--- src/rtl/mult32_seq_pkg.sv ---
// mult32_seq_pkg: shared state encoding and step/latency constants for the sequential multiplier
package mult32_seq_pkg;
  localparam int MULT_STEPS = 32;
  localparam int MULT_LATENCY = 35;
  typedef enum logic [2:0] {ST_IDLE, ST_CALC, ST_NEG_LO, ST_NEG_HI, ST_DONE} state_t;
endpackage

--- src/rtl/mult32_seq_if.sv ---
// mult32_seq_if: request/result bundle between the issue stage (master) and the multiplier (slave)
interface mult32_seq_if;
  logic        start;
  logic        is_signed;
  logic [31:0] a;
  logic [31:0] b;
  logic        busy;
  logic        done;
  logic [31:0] hi;
  logic [31:0] lo;
  modport master (output start, is_signed, a, b, input busy, done, hi, lo);
  modport slave (input start, is_signed, a, b, output busy, done, hi, lo);
endinterface

--- src/rtl/mult32_seq_full_add32.sv ---
// mult32_seq_full_add32: 32-bit adder with carry in/out, shared by every sum in the multiplier
module mult32_seq_full_add32 (
  input  logic [31:0] i_a,
  input  logic [31:0] i_b,
  input  logic        i_cin,
  output logic [31:0] o_sum,
  output logic        o_cout
);
  assign {o_cout, o_sum} = {1'b0, i_a} + {1'b0, i_b} + {32'd0, i_cin};
endmodule

--- src/rtl/mult32_seq.sv ---
// mult32_seq: fixed-latency 32x32->64 shift-and-add multiplier (MULT/MULTU) producing HI/LO
module mult32_seq
  import mult32_seq_pkg::*;
(
  input  logic clk,
  input  logic rst_n,
  mult32_seq_if.slave bus
);
  state_t      r_state;
  logic [5:0]  r_cnt;
  logic [31:0] r_mcand, r_ph, r_pl, r_hi, r_lo;
  logic        r_neg, r_carry, r_busy, r_done;
  logic [31:0] w_x, w_y, w_sum, w_mplier;
  logic        w_ci, w_co;
  logic [32:0] w_s;
  // Idle cycles borrow the adder to form |a| as ~a + 1
  always_comb begin
    w_x = r_state == ST_CALC ? r_ph : r_state == ST_NEG_LO ? ~r_pl : r_state == ST_NEG_HI ? ~r_ph : ~bus.a;
    w_y = r_state == ST_CALC ? r_mcand : 32'd0;
    w_ci = r_state == ST_CALC ? 1'b0 : r_state == ST_NEG_HI ? r_carry : 1'b1;
    w_s = r_pl[0] ? {w_co, w_sum} : {1'b0, r_ph};
    w_mplier = bus.is_signed && bus.b[31] ? ~bus.b + 32'd1 : bus.b;
  end
  mult32_seq_full_add32 u_add (.i_a(w_x), .i_b(w_y), .i_cin(w_ci), .o_sum(w_sum), .o_cout(w_co));
  always_ff @(posedge clk) begin
    if (!rst_n) begin
      r_state <= ST_IDLE;
      r_cnt <= '0;
      r_mcand <= '0;
      r_ph <= '0;
      r_pl <= '0;
      r_hi <= '0;
      r_lo <= '0;
      r_neg <= 1'b0;
      r_carry <= 1'b0;
      r_busy <= 1'b0;
      r_done <= 1'b0;
    end else begin
      case (r_state)
        ST_CALC: begin
          r_ph <= w_s[32:1];
          r_pl <= {w_s[0], r_pl[31:1]};
          r_cnt <= r_cnt + 6'd1;
          if (r_cnt == 6'(MULT_STEPS - 1)) r_state <= ST_NEG_LO;
        end
        ST_NEG_LO: begin
          r_lo <= r_neg ? w_sum : r_pl;
          r_carry <= w_co;
          r_state <= ST_NEG_HI;
        end
        ST_NEG_HI: begin
          r_hi <= r_neg ? w_sum : r_ph;
          r_busy <= 1'b0;
          r_done <= 1'b1;
          r_state <= ST_DONE;
        end
        default: begin
          r_done <= 1'b0;
          if (bus.start) begin
            r_mcand <= bus.is_signed && bus.a[31] ? w_sum : bus.a;
            r_pl <= w_mplier;
            r_ph <= '0;
            r_neg <= bus.is_signed && (bus.a[31] ^ bus.b[31]);
            r_cnt <= '0;
            r_busy <= 1'b1;
            r_state <= ST_CALC;
          end else begin
            r_state <= ST_IDLE;
          end
        end
      endcase
    end
  end
  assign bus.busy = r_busy;
  assign bus.done = r_done;
  assign bus.hi = r_hi;
  assign bus.lo = r_lo;
endmodule

--- src/flat_wrapper.sv ---
// flat-port wrapper written by rule: the top's interface ports become plain ports
module mult32_seq_flat import mult32_seq_pkg::*;
  (clk, rst_n, bus_start, bus_is_signed, bus_a, bus_b, bus_busy, bus_done, bus_hi, bus_lo);
  mult32_seq_if bus_i ();
  input  logic clk;
  input  logic rst_n;
  input wire logic [$bits(bus_i.start)-1:0] bus_start;
  input wire logic [$bits(bus_i.is_signed)-1:0] bus_is_signed;
  input wire logic [$bits(bus_i.a)-1:0] bus_a;
  input wire logic [$bits(bus_i.b)-1:0] bus_b;
  output wire logic [$bits(bus_i.busy)-1:0] bus_busy;
  output wire logic [$bits(bus_i.done)-1:0] bus_done;
  output wire logic [$bits(bus_i.hi)-1:0] bus_hi;
  output wire logic [$bits(bus_i.lo)-1:0] bus_lo;
  assign bus_i.start = bus_start;
  assign bus_i.is_signed = bus_is_signed;
  assign bus_i.a = bus_a;
  assign bus_i.b = bus_b;
  assign bus_busy = bus_i.busy;
  assign bus_done = bus_i.done;
  assign bus_hi = bus_i.hi;
  assign bus_lo = bus_i.lo;
  mult32_seq u_core (.clk(clk), .rst_n(rst_n), .bus(bus_i));
endmodule
--- config.mk ---
export PLATFORM = sky130hd
export DESIGN_NAME = mult32_seq_flat
export DESIGN_NICKNAME = d
export VERILOG_FILES = /design/src/rtl/mult32_seq_pkg.sv /design/src/rtl/mult32_seq_if.sv /design/src/rtl/mult32_seq_full_add32.sv /design/src/rtl/mult32_seq.sv /design/src/flat_wrapper.sv
export SDC_FILE = /design/constraint.sdc
export NUM_CORES = 1
export LEC_CHECK = 0
export BUFFER_PORTS_ARGS = -buffer_cell sky130_fd_sc_hd__buf_2
export CORE_UTILIZATION = 40
export DETAILED_ROUTE_END_ITERATION = 7
export PLACE_DENSITY = 0.62
export SLEW_MARGIN = 20
export SYNTH_ARGS = -nofsm -noshare
export SYNTH_HDL_FRONTEND = slang
export SYNTH_SLANG_ARGS = --single-unit
export TNS_END_PERCENT = 10
--- constraint.sdc ---
create_clock -name clk -period 9.3 [get_ports clk]
set_input_delay 2.325 -clock clk [delete_from_list [all_inputs] [get_ports clk]]
set_output_delay 2.325 -clock clk [all_outputs]
set_load 0.1 [all_outputs]
Word-level counts from Yosys, hierarchy flattened
Index checks and enable logic that the tools add are counted.
{ "totals": {"elab_cells": 62, "regBits": 173, "input_bits": 68, "output_inout_bits": 66} }
{ "op_classes": {"muxes": 23, "eq_ne": 5, "bitwise": 8, "n_addsub": 4, "reduce_logical": 11} }
{ "op_table": {"columns": ["operator", "count"], "rows": [
  ["2-to-1 mux 32 bit", 10],
  ["NOT 32 bit", 4],
  ["one-hot mux 32 bit (2 select lines)", 2],
  ["adder 32 x 32 -> 33 bit", 1],
  ["adder 33 x 1 -> 33 bit", 1],
  ["2-to-1 mux 33 bit", 1],
  ["adder 32 x 1 -> 32 bit (second input constant)", 1],
  ["one-hot mux 6 bit (2 select lines)", 1],
  ["one-hot mux 3 bit (3 select lines)", 1],
  ["adder 6 x 1 -> 6 bit (second input constant)", 1],
  ["== test 3 x 2 -> 1 bit (second input constant)", 2],
  ["== test 6 x 5 -> 1 bit (second input constant)", 1],
  ["2-to-1 mux 6 bit", 1],
  ["AND reduction 2 bit", 3],
  ["2-to-1 mux 1 bit", 4],
  ["one-hot mux 1 bit (2 select lines)", 2],
  ["nonzero test 2 bit", 2],
  ["OR reduction 2 bit", 2],
  ["== test 3 x 1 -> 1 bit (second input constant)", 1],
  ["logical AND 1 bit", 3],
  ["2-to-1 mux 3 bit", 1],
  ["NOT 1 bit", 3],
  ["OR reduction 3 bit", 1],
  ["inequality test 2 bit (second input constant)", 1],
  ["bitwise XOR 1 bit", 1]
]} }

Longest topological paths before layout
{ "depth": {"word_depth": 8, "mapped_depth": 17, "ltp_nobuf": 16} }

Cells and area by module
A second synthesis with hierarchy kept.
{ "hier_totals": {"cells_unflattened": 1374, "hier_area_um2": 11516.0} }
{ "modules_own_cells": {"columns": ["module", "n_inst", "cells_each", "area_each_um2", "seq_area_each_um2"], "rows": [
  ["mult32_seq", 1, 1137, 9801.9, 3463.3],
  ["mult32_seq_full_add32", 1, 237, 1714.1, 0.0]
]} }

Worst setup path before layout
OpenSTA, ideal clock, no wires.
{ "synth_path": {"kind": "input port to flip-flop", "from": "input port bus_a[0]", "to": "register u_core.r_hi[26] (netlist: u_core.bus.hi[26])", "arrival_ps": 4722, "path_slack_ps": 4507, "path_stages": 12, "setup_time_ps": 71, "t_required_ps": 9229, "path_cell_list": "a21oi_1 -> fa_1 -> inv_1 -> fa_1 -> nor2b_1 -> o2111ai_1 -> a21oi_1 -> o2111ai_1 -> a31oi_1 -> a21boi_0 -> mux2_2 -> a21oi_1"} }
{ "synth_via": {"elab_chain_len": 7} }
{ "synth_rtl": {"columns": ["element", "line_no", "rtl"], "rows": [
  ["start: declaration", "flat_wrapper.sv:9", "input wire logic [$bits(bus_i.a)-1:0] bus_a;"],
  ["NOT 32 bit", "mult32_seq.sv:18", "w_x = r_state == ST_CALC ? r_ph : r_state == ST_NEG_LO ? ~r_pl : r_state == ST_NEG_HI ? ~r_ph : ~bus.a;"],
  ["2-to-1 mux 32 bit (3 in series)", "mult32_seq.sv:18", null],
  ["adder 32 x 32 -> 33 bit", "mult32_seq_full_add32.sv:9", "assign {o_cout, o_sum} = {1'b0, i_a} + {1'b0, i_b} + {32'd0, i_cin};"],
  ["adder 33 x 1 -> 33 bit", "mult32_seq_full_add32.sv:9", null],
  ["2-to-1 mux 32 bit", "mult32_seq.sv:52", "r_hi <= r_neg ? w_sum : r_ph;"],
  ["end signal: assignment", "mult32_seq.sv:52", null],
  ["end: declaration", "mult32_seq.sv:11", "logic [31:0] r_mcand, r_ph, r_pl, r_hi, r_lo;"]
]} }
Every way passes these cells.
A chain may end at the register's enable or synchronous reset.

Worst setup path after layout
{ "layout_path": {"from": "register u_core.r_state[1]", "to": "register u_core.r_hi[22] (netlist: u_core.bus.hi[22])"} }
{ "layout_via": {"elab_chain_len": 7} }
{ "layout_rtl": {"columns": ["element", "line_no", "rtl"], "rows": [
  ["start: declaration", "mult32_seq.sv:9", "state_t r_state;"],
  ["start signal: assignment", "mult32_seq.sv:27", "r_state <= ST_IDLE;"],
  ["start signal: assignment", "mult32_seq.sv:44", "if (r_cnt == 6'(MULT_STEPS - 1)) r_state <= ST_NEG_LO;"],
  ["start signal: assignment", "mult32_seq.sv:49", "r_state <= ST_NEG_HI;"],
  ["== test 3 x 2 -> 1 bit", "mult32_seq.sv:18, mult32_seq.sv:20, mult32_seq.sv:39", null],
  ["2-to-1 mux 32 bit (3 in series)", "mult32_seq.sv:18", null],
  ["adder 32 x 32 -> 33 bit", "mult32_seq_full_add32.sv:9", null],
  ["adder 33 x 1 -> 33 bit", "mult32_seq_full_add32.sv:9", null],
  ["2-to-1 mux 32 bit", "mult32_seq.sv:52", null]
]} }
Parallel ways exist; a longest one is shown, timed or not.

==> results.sh <==
export IMPL_syn_instance_count=1397
export IMPL_synthDistinctLibCells=66
export IMPL_layout_cell_share_with_drive_strength_beyond_1=0.146
export IMPL_rsz_0062_raised_after_global_routing="false"
export IMPL_finalCriticalPeriod_ns=5.50
export IMPL_core_area_um2=26100
export IMPL_htreeDepth=4
export IMPL_ys_warn_count=0
export IMPL_grt_ovfl_total=0
export IMPL_fp_dieArea_um2=27400
export IMPL_sequential_area_um2=3470
export IMPL_setup_tns_ns=0
export IMPL_routed_via_density=6.07
export IMPL_number_of_setup_violations_in_the_final_report=0
export IMPL_die_width_um=165
export IMPL_cts_hold_buffers=0
export IMPL_postCtsSetupBuffers=0
export IMPL_rrSetupSlack_ns=3.80
export IMPL_synth_top_cells_by_area="dfxtp_1 (32%), a21oi_1 (9.1%), o21ai_0 (5.3%)"
export IMPL_groute_layer_met2_usage=0.469
export IMPL_outcome="finished, violations left"
export IMPL_ir_worst_vdd_v=0.000102
export IMPL_totalWireLength_um=37900
export IMPL_routed_via_count=10900
export IMPL_hold_viol=0
export IMPL_holdPathStages=2
export IMPL_initial_utilization=0.409
export IMPL_final_standard_cell_utilization_of_the_core=0.463
export IMPL_failed_checks="DRC"
export IMPL_flow_area_growth_from_synthesis_pct=13.3
export IMPL_synth_ff_latch_count=173
export IMPL_worstHoldPathType="reg2reg"
export IMPL_multi_input_area_um2=6750
export IMPL_clock_latency_on_the_worst_skew_pair_ns=0.44
export IMPL_grt_start_max_net_pins=74
export IMPL_synth_sequential_area_ratio=0.324
export IMPL_syn_num_nets=1500
export IMPL_cp_required_ns=9.64
export IMPL_power_combinational_fraction=0.417
export IMPL_fillers=2679
export IMPL_io_pin_count=134
export IMPL_port_buffer_count=133
export IMPL_gr_usage_met1=0.361
export IMPL_worst_hold_slack_ns=0.456
export IMPL_timing_max_cap_violations=0
export IMPL_timing_final_max_slew_violations=0
export IMPL_grt_busiest_layer="met2"
export IMPL_place_detailed_hpwl_um=26400
export IMPL_synth_top_area_share=0.324
export IMPL_final_setup_skew_ns=0.00885
export IMPL_globalplace_congestion=0.926
export IMPL_setup_worst_path_start_class="register"
export IMPL_insertedDiodeCount=0
export IMPL_yosys_most_used_dff="dfxtp_1"
export IMPL_crit_type="reg2reg"
export IMPL_worstPathMaxFanout=40
export IMPL_critical_path_endpoint_type="register"
export IMPL_ff2ff_path_depth=16
export IMPL_synth_area_um2=10700
export IMPL_power_switching_share=0.452
export IMPL_crit_slowest_cell="nor2_2"
export IMPL_switching_component_of_the_power_uw=1250
export IMPL_remaining_drc_errors=15
export IMPL_seq_power_share=0.316
export IMPL_tritoncts_clock_tree="built"
export IMPL_grt_pass1_wl_um=58700
export IMPL_first_global_vias=10400
export IMPL_clkSinkCount=173
export IMPL_max_freq_mhz=182
export IMPL_synth_edf_count=0
export IMPL_clock_tree_buffer_depth=2
export IMPL_grt_util_met3=0.0285
export IMPL_slew_headroom=0.320
export IMPL_drt_pass1_iterations=8
export IMPL_cts_clk_slew_worst_paths_ns=0.08
export IMPL_placementRows=59
export IMPL_cells_traversed_along_the_worst_timing_path="buf_4 > clkinv_1 > nor2_2 > buf_4 > a22oi_1 > nor2_1 > a21oi_1 > ha_1 > and3_1 > nand2_1 > a21oi_1 > o2111ai_1 > a31oi_1 > xor2_1 > mux2i_1 > a211oi_1"
export IMPL_clock_share_of_power=0.268
export IMPL_power_density_nw_per_um2=229
export IMPL_cp_data_arrival_time_ns=5.84
export IMPL_synth_largest_area_cell="dfxtp_1"
export IMPL_detail_route_wl_per_cell_um=21.1
export IMPL_grt_usage=0.281
export IMPL_final_antenna_net_count=0
export IMPL_share_of_the_clock_period_used_by_the_worst_path_after_layout=0.591
export IMPL_first_iter_violations=1116
export IMPL_antenna_found_initial=0
export IMPL_worst_path_largest_cell_delay_ns=0.81
export IMPL_die_h_um=165
export IMPL_static_leakage_power_uw=0.00498
export IMPL_root_buffer="clkbuf_16"
export IMPL_internal_power_uw=1520
export IMPL_postSynthAreaPerCell_um2=7.65
export IMPL_post_cts_resized=0
export IMPL_async_flop_share=0
export IMPL_worstMarginPinSlew_ns=1.02
export IMPL_final_stage_net_count=1551
export IMPL_tritoncts_num_buffers=17
export IMPL_power_total_uw=2780
## Yosys cell counts (16+ instances only)
library cell,n
a21o_1,16
a21oi_1,195
a222oi_1,28
a22oi_1,37
a31oi_1,19
and3_1,35
clkbuf_1,102
dfxtp_1,173
ha_1,33
mux2i_1,31
nand2_1,128
nand3_1,30
nand4_1,16
nor2_1,142
nor3_1,21
o21ai_0,114
xnor2_1,62
xor2_1,32
## registers in the layout (all words and copies together) (netlist names)
name and count:
u_core.r_mcand 32, u_core.bus.lo 32, u_core.r_neg 1, u_core.bus.done 1, u_core.r_pl 32, u_core.bus.hi 32, u_core.r_carry 1, u_core.r_ph 32
u_core.bus.busy 1, u_core.r_cnt 6, u_core.r_state 3
## power groups by stage
| stage | combinational [µW] | sequential (µW) | clock [µW] |
|---|---|---|---|
| 6_report | 1160 | 877 | 743 |
| 5_1_grt | 1240 | 884 | 780 |
| 4_1_cts | 1140 | 875 | 753 |
| 3_5_place_dp | 1140 | 892 | 0 |
| 3_3_place_gp | 1140 | 892 | 0 |
| 2_1_floorplan | 648 | 1060 | 0 |
## kinds of logic (layout without fill, tap and decap cells)
logic type	count (synthesis)	after routing	share of synthesized area
AO/OA/AOI/OAI	488	488	0.283
XOR/XNOR	94	94	0.0770
adder cells (fa/ha/maj)	35	35	0.0424
buffers and inverters	135	199	0.0482
flip-flops	173	173	0.324
multiplexers	37	37	0.0353
AND/OR/NAND/NOR	435	435	0.190
## layer usage
layer	wire length (µm)	part of all wire
met1	16100	0.42
met2	18100	0.48
met3	2080	0.055
met4	1710	0.045
met5	0	0
## critical path, delay by kind of cell, from the launching register on
| kind | cells | cell delay [ns] |
|---|---|---|
| AO/OA/AOI/OAI | 6 | 1.55 |
| AND/OR/NAND/NOR | 4 | 1.38 |
| buffers and inverters | 3 | 1.15 |
| adder cells (fa/ha/maj) | 1 | 0.47 |
| XOR/XNOR | 1 | 0.36 |
| flip-flops | 1 | 0.31 |
| multiplexers | 1 | 0.14 |
## layout by cell type, fill, tap and decap left out, types with 13 or more instances in the layout
| cell type | netlist | final |
|---|---|---|
| a21o_1 | 16 | 16 |
| buf_2 | 5 | 133 |
| a31oi_1 | 19 | 19 |
| a21oi_1 | 195 | 195 |
| or3_1 | 14 | 14 |
| ha_1 | 33 | 33 |
| xor2_1 | 32 | 32 |
| nor2_1 | 142 | 141 |
| o21ai_0 | 114 | 114 |
| nand2_1 | 128 | 127 |
| a222oi_1 | 28 | 28 |
| mux2i_1 | 31 | 31 |
| nand4_1 | 16 | 16 |
| dfxtp_1 | 173 | 170 |
| xnor2_1 | 62 | 62 |
| a22oi_1 | 37 | 37 |
| clkbuf_16 | 0 | 17 |
| a311oi_1 | 13 | 13 |
| nand3_1 | 30 | 30 |
| and3_1 | 35 | 35 |
| nor3_1 | 21 | 20 |
| buf_4 | 0 | 21 |
## through the flow
| step | cell area [µm²] | worst slack (ns) | instances |
|---|---|---|---|
| 6_report | 12100 | 3.80 | 1796 |
| 5_1_grt | 12100 | 3.50 | 1796 |
| 4_1_cts | 12100 | 3.89 | 1796 |
| 3_5_place_dp | 11500 | 3.73 | 1764 |
| 3_3_place_gp | 11500 | 3.84 | 1764 |
| 2_1_floorplan | 10700 | 4.51 | 1397 |
## worst paths after layout
check / start / end
hold reg to reg: u_core.bus.busy / u_core.bus.busy
setup reg to reg: u_core.r_state[1] / u_core.bus.hi[22]
setup / recovery: u_core.r_state[1] / u_core.bus.hi[22]
hold / removal: u_core.bus.busy / u_core.bus.busy
## area by class of cell
cell class              count  area share
multi-input cells        1089       0.557
flip-flops and latches    173       0.286
repair buffers            154      0.0680
clock buffers              18      0.0354
well taps                 335      0.0346
clock inverters            14      0.0143
inverters                  13     0.00403
(Power assumes the default switching activity.)
